--- src/rtl/serial_adder_if.sv ---
// Handshake and operand/result bundle for serial_adder.
// Optional subtract control (sub) is present only when SERIAL_ADDER_SUB_EN is defined.
interface serial_adder_if #(
  parameter int WIDTH = 8
) ();
  logic             start;
  logic [WIDTH-1:0] a;
  logic [WIDTH-1:0] b;
  logic             cin;
`ifdef SERIAL_ADDER_SUB_EN
  logic             sub;
`endif
  logic             busy;
  logic             done;
  logic [WIDTH-1:0] sum;
  logic             cout;

`ifdef SERIAL_ADDER_SUB_EN
  modport master (output start, a, b, cin, sub, input busy, done, sum, cout);
  modport slave  (input start, a, b, cin, sub, output busy, done, sum, cout);
`else
  modport master (output start, a, b, cin, input busy, done, sum, cout);
  modport slave  (input start, a, b, cin, output busy, done, sum, cout);
`endif
endinterface

--- src/rtl/serial_adder.sv ---
// Bit-serial adder: one full-adder cell, one bit per clock, LSB first.
// {cout,sum} = a + b + cin after WIDTH RUN cycles; start/busy/done handshake.
// Optional feature macro: SERIAL_ADDER_SUB_EN adds a sub input (a - b, cout = no borrow).
module serial_adder #(
  parameter int WIDTH = 8
) (
  input  logic         clk,
  input  logic         rst,
  serial_adder_if.slave bus
);

  // Counter only has to reach WIDTH-1; keep at least one bit for WIDTH=1.
  localparam int            CW       = (WIDTH > 1) ? $clog2(WIDTH) : 1;
  localparam logic [CW-1:0] CNT_LAST = CW'(WIDTH - 1);

  typedef enum logic [0:0] {
    IDLE = 1'b0,
    RUN  = 1'b1
  } state_t;

  state_t           state_q;
  logic [WIDTH-1:0] sa_q;
  logic [WIDTH-1:0] sb_q;
  logic [WIDTH-1:0] acc_q;
  logic [WIDTH-1:0] sum_q;
  logic [CW-1:0]    cnt_q;
  logic             carry_q;
  logic             cout_q;
  logic             done_q;
  logic             busy_q;

  logic             sub_s;
  logic [WIDTH-1:0] b_load_s;
  logic             c_load_s;
  logic             fs_s;
  logic             fc_s;
  logic [WIDTH-1:0] acc_d;

`ifdef SERIAL_ADDER_SUB_EN
  assign sub_s = bus.sub;
`else
  assign sub_s = 1'b0;
`endif

  // Operand conditioning at load: subtract is a + ~b + 1.
  always_comb begin
    b_load_s = bus.b;
    c_load_s = bus.cin;
    if (sub_s) begin
      b_load_s = ~bus.b;
      c_load_s = 1'b1;
    end else begin
      b_load_s = bus.b;
      c_load_s = bus.cin;
    end
  end

  // Single full-adder cell on the current LSBs; result bit enters at the MSB.
  always_comb begin
    fs_s  = sa_q[0] ^ sb_q[0] ^ carry_q;
    fc_s  = (sa_q[0] & sb_q[0]) | (sa_q[0] & carry_q) | (sb_q[0] & carry_q);
    // Shifting {fs, acc} right keeps this legal for WIDTH=1 as well.
    acc_d = WIDTH'({fs_s, acc_q} >> 1);
  end

  // Control FSM and datapath registers; all outputs are registered here.
  always_ff @(posedge clk) begin
    if (rst) begin
      state_q <= IDLE;
      sa_q    <= '0;
      sb_q    <= '0;
      acc_q   <= '0;
      sum_q   <= '0;
      cnt_q   <= '0;
      carry_q <= 1'b0;
      cout_q  <= 1'b0;
      done_q  <= 1'b0;
      busy_q  <= 1'b0;
    end else begin
      case (state_q)
        IDLE: begin
          done_q <= 1'b0;
          busy_q <= 1'b0;
          if (bus.start) begin
            sa_q    <= bus.a;
            sb_q    <= b_load_s;
            carry_q <= c_load_s;
            acc_q   <= '0;
            cnt_q   <= '0;
            state_q <= RUN;
          end
        end
        RUN: begin
          sa_q    <= sa_q >> 1;
          sb_q    <= sb_q >> 1;
          acc_q   <= acc_d;
          carry_q <= fc_s;
          cnt_q   <= cnt_q + CW'(1);
          if (cnt_q == CNT_LAST) begin
            sum_q   <= acc_d;
            cout_q  <= fc_s;
            done_q  <= 1'b1;
            busy_q  <= 1'b0;
            state_q <= IDLE;
          end else begin
            // busy lags the RUN state by one edge and drops on the final edge.
            done_q  <= 1'b0;
            busy_q  <= 1'b1;
          end
        end
        default: begin
          state_q <= IDLE;
          done_q  <= 1'b0;
          busy_q  <= 1'b0;
        end
      endcase
    end
  end

  assign bus.busy = busy_q;
  assign bus.done = done_q;
  assign bus.sum  = sum_q;
  assign bus.cout = cout_q;

endmodule
--- src/flat_wrapper.sv ---
// flat-port wrapper written by rule: the top's interface ports become plain ports
module serial_adder_flat 
#(
  parameter int WIDTH = 8
)
  (clk, rst, bus_start, bus_a, bus_b, bus_cin, bus_busy, bus_done, bus_sum, bus_cout);
  serial_adder_if #(.WIDTH(WIDTH)) bus_i ();
  input  logic clk;
  input  logic rst;
  input wire logic [$bits(bus_i.start)-1:0] bus_start;
  input wire logic [$bits(bus_i.a)-1:0] bus_a;
  input wire logic [$bits(bus_i.b)-1:0] bus_b;
  input wire logic [$bits(bus_i.cin)-1:0] bus_cin;
  output wire logic [$bits(bus_i.busy)-1:0] bus_busy;
  output wire logic [$bits(bus_i.done)-1:0] bus_done;
  output wire logic [$bits(bus_i.sum)-1:0] bus_sum;
  output wire logic [$bits(bus_i.cout)-1:0] bus_cout;
  assign bus_i.start = bus_start;
  assign bus_i.a = bus_a;
  assign bus_i.b = bus_b;
  assign bus_i.cin = bus_cin;
  assign bus_busy = bus_i.busy;
  assign bus_done = bus_i.done;
  assign bus_sum = bus_i.sum;
  assign bus_cout = bus_i.cout;
  serial_adder #(.WIDTH(WIDTH)) u_core (.clk(clk), .rst(rst), .bus(bus_i));
endmodule
--- config.mk ---
export PLATFORM = sky130hd
export DESIGN_NAME = serial_adder_flat
export DESIGN_NICKNAME = d
export VERILOG_FILES = /design/src/rtl/serial_adder_if.sv /design/src/rtl/serial_adder.sv /design/src/flat_wrapper.sv
export SDC_FILE = /design/constraint.sdc
export NUM_CORES = 1
export LEC_CHECK = 0
export CAP_MARGIN = 20
export CORE_ASPECT_RATIO = 0.5
export CORE_MARGIN = 2
export CORE_UTILIZATION = 53
export CTS_BUF_LIST = sky130_fd_sc_hd__clkbuf_4
export DETAILED_ROUTE_END_ITERATION = 10
export PLACE_DENSITY = 0.81
export SETUP_SLACK_MARGIN = 0.02
export SKIP_CTS_REPAIR_TIMING = 1
export SLEW_MARGIN = 10
export SYNTH_ARGS = -nofsm -noshare
export SYNTH_HDL_FRONTEND = slang
export SYNTH_SLANG_ARGS = --single-unit
--- constraint.sdc ---
create_clock -name clk -period 1.6 [get_ports clk]
set_clock_uncertainty 0.15 [all_clocks]
set_input_delay 0.48 -clock clk [delete_from_list [all_inputs] [get_ports clk]]
set_output_delay 0.48 -clock clk [all_outputs]
set_load 0.01 [all_outputs]
# Yosys cells after proc, flatten, opt, wreduce, memory -nomap -nowiden
# Cells that the tools add are included.
[op_classes]
add_sub_neg = 1
eq_ne = 2
muxes = 16
bitwise_logic = 8
reduce_logical = 1
[ops]
columns = ["op", "n"]
rows = [
  ["$pmux 8 s2", 3],
  ["$mux 8", 3],
  ["$pmux 1 s2", 4],
  ["$pmux 3 s2", 1],
  ["$mux 1", 4],
  ["$add 3x1->3 const B", 1],
  ["$and 1x1->1", 3],
  ["$eq 3x3->1 const B", 1],
  ["$mux 3", 1],
  ["$ne 2x2->1 const B", 1],
  ["$or 1x1->1", 2],
  ["$reduce_and 2->1", 1],
  ["$xor 1x1->1", 2],
  ["$not 1->1", 1],
]
[word_totals]
reg_bits = 40
word_cells = 38

# Longest topological paths before layout
# Gate-level depths: netlist (run 1).
[depth]
ltp_word = 4
depth_mapped = 5

# Least setup slack after synthesis (run 1)
# No wires, ideal clock.
[synth_timing]
kind = "in2reg"
from = "in bus_start"
to = "reg u_core.acc_q[3]"
setup_time_ns = 0.067
arrival_ns = 1.208
t_required_ns = 1.383
slack_ns = 0.175
path_stages = 4
path_cell_list = "buf_6 buf_8 or3b_1 a21oi_2"
[synth_between]
elab_chain_cells = 1
[synth_rtl]
columns = ["item", "line", "text"]
rows = [
  ["start: declaration", "flat_wrapper.sv:10", "input wire logic [$bits(bus_i.start)-1:0] bus_start;"],
  ["$ne 2x2->1 (no source line)", "-", ""],
  ["end signal: assignment", "serial_adder.sv:72", "acc_q <= '0;"],
  ["end signal: assignment", "serial_adder.sv:88", "acc_q <= '0;"],
  ["end signal: assignment", "serial_adder.sv:96", "acc_q <= acc_d;"],
  ["end: declaration", "serial_adder.sv:24", "logic [WIDTH-1:0] acc_q;"],
]
# Every way passes these cells.
# A chain may end at the register's enable or synchronous reset.

# Final worst setup path (run 1)
[layout_timing]
from = "in bus_start"
to = "reg u_core.cnt_q[2]"
[layout_between]
elab_chain_cells = 1
[layout_rtl]
columns = ["item", "line", "text"]
rows = [
  ["$ne 2x2->1 (no source line)", "-", ""],
  ["end signal: assignment", "serial_adder.sv:98", "cnt_q <= cnt_q + CW'(1);"],
  ["end: declaration", "serial_adder.sv:26", "logic [CW-1:0] cnt_q;"],
]
# Every way passes these cells.

==> impl_metrics.toml, run 1 <==
[global_route]
grt_pass1_wl_mm = 5.727
use_met1_pct = 25.26
antenna_found_initial = 0
use_met2_pct = 33.44
grt_pass1_vias = 1218
use_met3_pct = 5.714
grt_start_max_net_pins = 34
grt_overflow = 0
grt_util_all_layers_pct = 20.73
grt_busiest_layer = "met2"

[pwr]
power_density_nw_per_um2 = 840.3
p_leak_nw = 1.010
ir_worst_vdd_v = 0.0004917

[layout]
antennaDiodeCount = 0
final_area_um2 = 2141
final_common_cell = "dfxtp_1"
mostFrequentLayoutCells = "39 x dfxtp_1, 19 x clkdlybuf4s50_1, 18 x a21oi_1"
drive_gt1_share_pct = 13.86
syn_to_final_growth_pct = 26.46
final_nets = 224

[synth]
yosys_warnings = 0
synth_area_um2 = 1693
synth-main-ff-cell = "dfxtp_1"
synth_edf_count = 0
ys_ff_latch = 39
ys_async_sr_fraction_pct = 0
syn_nets = 193
syn-instance-count = 170
ys_types = 20
synth.avg_cell_area_um2 = 9.958
seq_area_frac_synth_pct = 46.12

[hold_path]
min_path_type = "reg2reg"

[floorplanning]
dieHeight_um = 43.97
rows = 14
core-area_um2 = 3030
io_pins = 31
die_area_um2 = 3690
start_util_pct = 55.86
dieWidth_um = 83.93

[detailed_routing]
wl_per_cell_um = 13.78
drt_drc_violations_left = 0
final_antenna_net_count = 0
vias = 1294
routed_via_density = 5.347
drt_iter0_drc = 24
wirelength_mm = 3.334
dr.pass1.iters = 4

[clock_network]
clk_pin_slew_ns = 0.11
cts_tree = "built"
cts.sinks = 39
cts_max_path_buffers = 2
cts-root-buf = "clkbuf_4"
clk_latency_ns = 0.35
cts_buffers = 5
htreeDepth = 2

[setup_path]
setup.worst_path.end = "u_core.cnt_q[2]"
crit_start = "bus_start"
crit_path_start_kind = "input port"
timing.reg2reg.setup_slack_ns = 0.15
path_max_fanout = 7
critPathKind = "in2reg"
reg2reg_from = "u_core.cnt_q[0]"
arrival_ns = 1.67
reg2reg_to = "u_core.bus.sum[6]"
cp.required_ns = 1.74
critPathCaptureType = "flip-flop"
r2r_cells = 5

[timing]
final_hold_viol_count = 0
setup_viol = 0
fin_crit_ns = 1.532
fin_crit_sh_pct = 95.75
worst_pin_slew_ns = 0.4906
timing.hold.ws_ns = 0.3216
finalWorstSetupSlack_ns = 0.06804
relSlewSlack_pct = 67.26
maxSlewViolCount = 0
timing.fmax_mhz = 652.8
rsz0062_at_grt = "no"

[placed_design]
routabilityCongestion = 0.7507
dpl_worst_slack_ns = -0.3474
place_hpwl_mm = 2.233
post_dp_cell_area_um2 = 2052
port_buffers = 30

[status]
outcome = "completed"

[flow_run]
maxCapViolations = 0
## synth_stat cells, types with 2 or more instances
library cell	count	share of area, %
nor3_1	3	0.89
nand3_1	9	2.7
buf_2	4	1.2
nor2b_1	15	5.5
mux2i_1	17	10
a21bo_2	9	5.3
clkbuf_1	9	2.0
or3b_1	10	5.2
ha_1	2	1.5
a21oi_1	18	5.3
a211oi_1	16	7.1
dfxtp_1	39	46
nand2_1	10	2.2
nor2_1	2	0.44
buf_6	2	1.3
## registers in the layout (all words and copies together), names as in the netlist
| signal | flops |
|---|---|
| u_core.acc_q | 7 |
| u_core.bus.busy | 1 |
| u_core.bus.sum | 8 |
| u_core.cnt_q | 3 |
| u_core.sb_q | 8 |
| u_core.state_q | 1 |
| u_core.bus.done | 1 |
| u_core.sa_q | 8 |
| u_core.bus.cout | 1 |
| u_core.carry_q | 1 |
## area by class of cell
type | instances | area (um2)
timing repair buffer | 40 | 431.7
clock buffer | 7 | 52.55
clock inverter | 1 | 5.005
tap | 40 | 50.05
inverter | 1 | 3.754
multi-input combinational | 114 | 817.0
sequential | 39 | 780.7
fill | 237 | 889.6
## through the flow
| step | setup TNS [ns] | power (W) | util [%] | instances |
|---|---|---|---|---|
| after floorplan | 0 | 0.001204 | - | 170 |
| after global placement | -6.066 | 0.001289 | 67.71 | 234 |
| after detailed placement | -6.696 | 0.001298 | 67.71 | 234 |
| after CTS | -2.930 | 0.001819 | 69.61 | 242 |
| after global routing | 0 | 0.001891 | 70.64 | 242 |
| final | 0 | 0.001799 | 70.64 | 242 |
## metal layers
| layer | up-vias | wire (um) |
|---|---|---|
| li1 | 671 | - |
| met1 | 593 | 1557 |
| met2 | 24 | 1577 |
| met3 | 6 | 120 |
| met4 | 0 | 79 |
| met5 | - | 0 |
## cell families after synthesis
group                      after synthesis  synth area share [%]
and+or+nand+nor                         50                 17.29
muxes                                   17                 10.05
buffers and inverters                   17                 5.616
DFF                                     39                 46.12
adders and majority gates                3                 2.661
AOI/OAI and AO/OA                       44                 18.26
## worst min-delay path by stage
stage                    start                end  cells past startpoint  slack (ns)
5_1_grt        u_core.acc_q[6]    u_core.acc_q[5]                      2        0.36
2_1_floorplan  u_core.acc_q[1]  u_core.bus.sum[0]                      2        0.29
4_1_cts        u_core.acc_q[6]    u_core.acc_q[5]                      2        0.32
6_report       u_core.acc_q[6]    u_core.acc_q[5]                      2        0.32
3_3_place_gp   u_core.acc_q[1]  u_core.bus.sum[0]                      2        0.30
3_5_place_dp   u_core.acc_q[1]  u_core.bus.sum[0]                      2        0.30
## critical path, cell delays in order
cell	delay, ns
clkdlybuf4s50_1	0.48
buf_4	0.21
or3b_1	0.36
a21oi_1	0.14
## where the power goes
| group | internal, W | switching [W] | leakage [nW] |
|---|---|---|---|
| Clock | 0.000205 | 0.000313 | 0.0361 |
| Sequential | 0.00101 | 0.0000260 | 0.319 |
| Combinational | 0.000127 | 0.000112 | 0.655 |
| Total | 0.00135 | 0.000451 | 1.01 |
(Power assumes the default switching activity.)
==> run 2: changes to the inputs <==
--- a/config.mk
+++ b/config.mk
@@ -8,10 +8,9 @@
 export CAP_MARGIN = 20
 export CORE_ASPECT_RATIO = 0.5
 export CORE_MARGIN = 2
-export CORE_UTILIZATION = 53
+export CORE_UTILIZATION = 30
 export CTS_BUF_LIST = sky130_fd_sc_hd__clkbuf_4
 export DETAILED_ROUTE_END_ITERATION = 10
-export PLACE_DENSITY = 0.81
 export SETUP_SLACK_MARGIN = 0.02
 export SKIP_CTS_REPAIR_TIMING = 1
 export SLEW_MARGIN = 10
==> impl_metrics.toml, run 2 (synthesis results as in run 1) <==
[status]
outcome = "completed"

[placed_design]
routabilityCongestion = 0.6549
port_buffers = 30
place_hpwl_mm = 2.077

[clock_network]
cts.sinks = 39
clk_latency_ns = 0.35
clk_pin_slew_ns = 0.10
cts_tree = "built"
htreeDepth = 2
cts-root-buf = "clkbuf_4"
cts_buffers = 5
cts_max_path_buffers = 2

[floorplanning]
dieWidth_um = 110.2
rows = 19
core-area_um2 = 5468
start_util_pct = 30.96
dieHeight_um = 57.12
die_area_um2 = 6296
io_pins = 31

[setup_path]
crit_path_start_kind = "input port"
reg2reg_to = "u_core.bus.sum[4]"
critPathCaptureType = "flip-flop"
cp.required_ns = 1.73
cp_cell_sequence = "clkdlybuf4s50_1, buf_12, or3b_1, a21oi_2"
reg2reg_from = "u_core.cnt_q[0]"
slowest_stage = "clkdlybuf4s50_1"
path_buf_inv = 2
path_max_fanout = 28
critPathKind = "in2reg"
timing.reg2reg.setup_slack_ns = 0.14
r2r_cells = 5
arrival_ns = 1.63
worst_path_largest_cell_delay_ns = 0.44
crit_family = "buffers and inverters"

[detailed_routing]
vias = 1290
dr.pass1.iters = 4
drt_iter0_drc = 32
wl_per_cell_um = 12.10
final_antenna_net_count = 0
wirelength_mm = 3.291
drt_drc_violations_left = 0
routed_via_density = 4.743

[timing]
relSlewSlack_pct = 65.73
final_hold_viol_count = 0
setup_viol = 0
timing.hold.ws_ns = 0.3278
rsz0062_at_grt = "no"
worst_pin_slew_ns = 0.5135
maxSlewViolCount = 0
fin_crit_sh_pct = 93.21
fin_crit_ns = 1.491
timing.fmax_mhz = 670.6

[hold_path]
whs_path_depth = 2
worstHoldStart = "u_core.acc_q[1]"
min_path_type = "reg2reg"
min_to = "u_core.bus.sum[0]"

[layout]
syn_to_final_growth_pct = 27.79
final_common_cell = "dfxtp_1"
final_nets = 221
nFillCells = 570
drive_gt1_share_pct = 11.56
mostFrequentLayoutCells = "39 x dfxtp_1, 19 x clkdlybuf4s50_1, 18 x a21oi_1"
antennaDiodeCount = 0

[pwr]
p_leak_nw = 0.9935
ir_worst_vdd_v = 0.0002626
power_density_nw_per_um2 = 812.7
power.total_w = 0.001758

[global_route]
antenna_found_initial = 0
grt_pass1_vias = 1219
grt_overflow = 0
grt_util_all_layers_pct = 11.48
grt_start_max_net_pins = 39
grt_pass1_wl_mm = 5.575

[flow_run]
maxCapViolations = 0
## run 2: cell count changes in the layout (fill, tap and decap cells not counted), sizes merged
| cell | change |
|---|---|
| buf | -3 |
| clkbuf | -1 |
| clkinv | +1 |
## run 2: layout make-up
type / count / area (um2) / share of cell area, %
tap: 73 / 91.34 / 4.222
sequential: 39 / 780.7 / 36.09
multi-input combinational: 114 / 817.0 / 37.77
timing repair buffer: 37 / 417.9 / 19.32
clock buffer: 6 / 45.04 / 2.082
inverter: 1 / 3.754 / 0.1735
clock inverter: 2 / 7.507 / 0.3470
## run 2: per-layer routing
metal	track usage (%)	part of all wire (%)	vias to the layer above
met5	0	0	-
met3	3.543	2.9	5
met1	13.89	49	612
li1	-	-	656
met2	18.84	47	17
met4	5.357	1.2	0
## run 2: worst min-delay path: stages, from the launching register on
cell	delay, ns
dfxtp_1	0.33
nand3_1	0.06
a21oi_1	0.05
## run 2: per-stage QoR
stage / setup slack (ns) / TNS, ns / util [%] / instances / instance area (um2)
after global routing: 0.02850 / 0 / 39.57 / 272 / 2163
after CTS: -0.2970 / -2.857 / 39.06 / 272 / 2136
after detailed placement: -0.2435 / -5.577 / 38.10 / 264 / 2083
final: 0.1087 / 0 / 39.57 / 272 / 2163
after floorplan: 0.1746 / 0 / - / 170 / 1693
after global placement: -0.2282 / -5.261 / 38.10 / 264 / 2083
## run 2: worst max path at each step
stage / depth (start not counted) / slack [ns] / start / to
floorplan: 4 / 0.17 / bus_start / u_core.acc_q[3]
global placement: 4 / -0.23 / bus_start / u_core.acc_q[3]
detailed placement: 4 / -0.24 / bus_start / u_core.cnt_q[2]
CTS: 1 / -0.30 / u_core.bus.cout / bus_cout
global route: 5 / 0.03 / u_core.cnt_q[0] / u_core.bus.sum[6]
finish: 4 / 0.11 / bus_start / u_core.acc_q[3]
## run 2: power breakdown
group	switching (W)	internal [W]
Clock	0.000308	0.000180
Sequential	0.0000238	0.00101
Combinational	0.000108	0.000124
Total	0.000439	0.00132
==> run 3: changes to the inputs <==
--- a/config.mk
+++ b/config.mk
@@ -6,7 +6,7 @@
 export NUM_CORES = 1
 export LEC_CHECK = 0
 export CAP_MARGIN = 20
-export CORE_ASPECT_RATIO = 0.5
+export CORE_ASPECT_RATIO = 1.4
 export CORE_MARGIN = 2
 export CORE_UTILIZATION = 30
 export CTS_BUF_LIST = sky130_fd_sc_hd__clkbuf_4
==> impl_metrics.toml, run 3 (synthesis results as in run 1) <==
[hold_path]
whs_path_depth = 2
min_path_type = "reg2reg"
worstHoldStart = "u_core.acc_q[7]"
min_to = "u_core.acc_q[6]"

[detailed_routing]
wl_per_cell_um = 11.97
routed_via_density = 4.732
dr.pass1.iters = 4
wirelength_mm = 3.173
vias = 1254
drt_iter0_drc = 57
final_antenna_net_count = 0
drt_drc_violations_left = 0

[pwr]
power_density_nw_per_um2 = 883.5
ir_worst_vdd_v = 0.0005362
p_leak_nw = 1.000

[setup_path]
critPathCaptureType = "flip-flop"
arrival_ns = 1.64
reg2reg_to = "u_core.bus.sum[7]"
critPathKind = "in2reg"
timing.reg2reg.setup_slack_ns = 0.14
crit_path_start_kind = "input port"
r2r_cells = 5
path_max_fanout = 28
cp.required_ns = 1.72
reg2reg_from = "u_core.cnt_q[0]"

[global_route]
grt_pass1_vias = 1201
grt_start_max_net_pins = 60
antenna_found_initial = 0
grt_overflow = 0
grt_pass1_wl_mm = 5.375
grt_util_all_layers_pct = 11.29

[timing]
fin_crit_ns = 1.514
relSlewSlack_pct = 66.70
final_hold_viol_count = 0
worst_pin_slew_ns = 0.4990
fin_crit_sh_pct = 94.66
timing.fmax_mhz = 660.3
timing.hold.ws_ns = 0.3202
maxSlewViolCount = 0
rsz0062_at_grt = "no"
setup_viol = 0

[layout]
final_area_um2 = 2183
final_common_cell = "dfxtp_1"
syn_to_final_growth_pct = 28.97
final_nets = 219
drive_gt1_share_pct = 11.68
instances_no_fill = 265
antennaDiodeCount = 0
mostFrequentLayoutCells = "39 x dfxtp_1, 19 x clkdlybuf4s50_1, 18 x a21oi_1"

[clock_network]
cts_tree = "built"
cts.sinks = 39
cts_max_path_buffers = 2
cts_buffers = 5
htreeDepth = 2
clk_latency_ns = 0.34
cts-root-buf = "clkbuf_4"
clk_pin_slew_ns = 0.13

[floorplanning]
start_util_pct = 30.86
io_pins = 31
rows = 32
core-area_um2 = 5485
dieWidth_um = 67.49
dieHeight_um = 92.88
die_area_um2 = 6268

[placed_design]
dp.cells = 257
port_buffers = 30
post_dp_cell_area_um2 = 2074
routabilityCongestion = 0.6418
place_hpwl_mm = 1.978

[status]
outcome = "completed"

[flow_run]
maxCapViolations = 0
run 3: cell types whose count changed in the layout (fill, tap and decap cells not counted):
cell       change
buf_4          -3
clkinv_4       +1
clkinv_2       +1
clkbuf_4       -1
buf_12         +1
clkinv_1       -2
bufinv_16      +1
run 3: layout make-up:
| cell class | count | area, um2 |
|---|---|---|
| Fill cell | 553 | 3302 |
| Clock buffer | 5 | 37.54 |
| Tap cell | 68 | 85.08 |
| Sequential cell | 39 | 780.7 |
| Clock inverter | 3 | 43.79 |
| Timing Repair Buffer | 35 | 415.4 |
| Inverter | 1 | 3.754 |
| Multi-Input combinational cell | 114 | 817.0 |
run 3: worst max-delay path: stages:
cell and delay [ns]:
clkdlybuf4s50_1 0.45, buf_12 0.19, or3b_1 0.36, a21oi_1 0.14
run 3: power by group:
part	switching [W]	total [W]	leakage, nW	internal, W
registers	0.0000244	0.00104	0.319	0.00101
logic	0.000106	0.000229	0.636	0.000122
clock network	0.000332	0.000661	0.0452	0.000329
total	0.000463	0.00193	1.00	0.00147
run 3: metrics by stage:
| stage | setup WS [ns] | total power, W | utilization, % | TNS [ns] |
|---|---|---|---|---|
| floorplan | 0.1746 | 0.001204 | - | 0 |
| global placement | -0.2477 | 0.001293 | 37.82 | -5.510 |
| detailed placement | -0.2610 | 0.001294 | 37.82 | -5.871 |
| CTS | -0.3103 | 0.001963 | 39.30 | -2.974 |
| global route | 0.02962 | 0.002025 | 39.80 | 0 |
| finish | 0.08550 | 0.001929 | 39.80 | 0 |
run 3: worst max-delay path by stage:
stage                           start              end  slack (ns)  cells after the start
floorplan                   bus_start  u_core.acc_q[3]        0.17                      4
global placement            bus_start  u_core.acc_q[3]       -0.25                      4
detailed placement          bus_start  u_core.acc_q[3]       -0.26                      4
CTS                 u_core.bus.sum[2]       bus_sum[2]       -0.31                      1
global route        u_core.bus.sum[2]       bus_sum[2]        0.03                      1
finish                      bus_start  u_core.cnt_q[2]        0.09                      4
run 3: layer usage:
metal,routed length (um),global-route usage (%),part of all wire (%)
met5,0,0,0
met4,61,5.102,1.9
met3,153,3.767,4.8
met2,1511,16.67,48
met1,1447,14.65,46
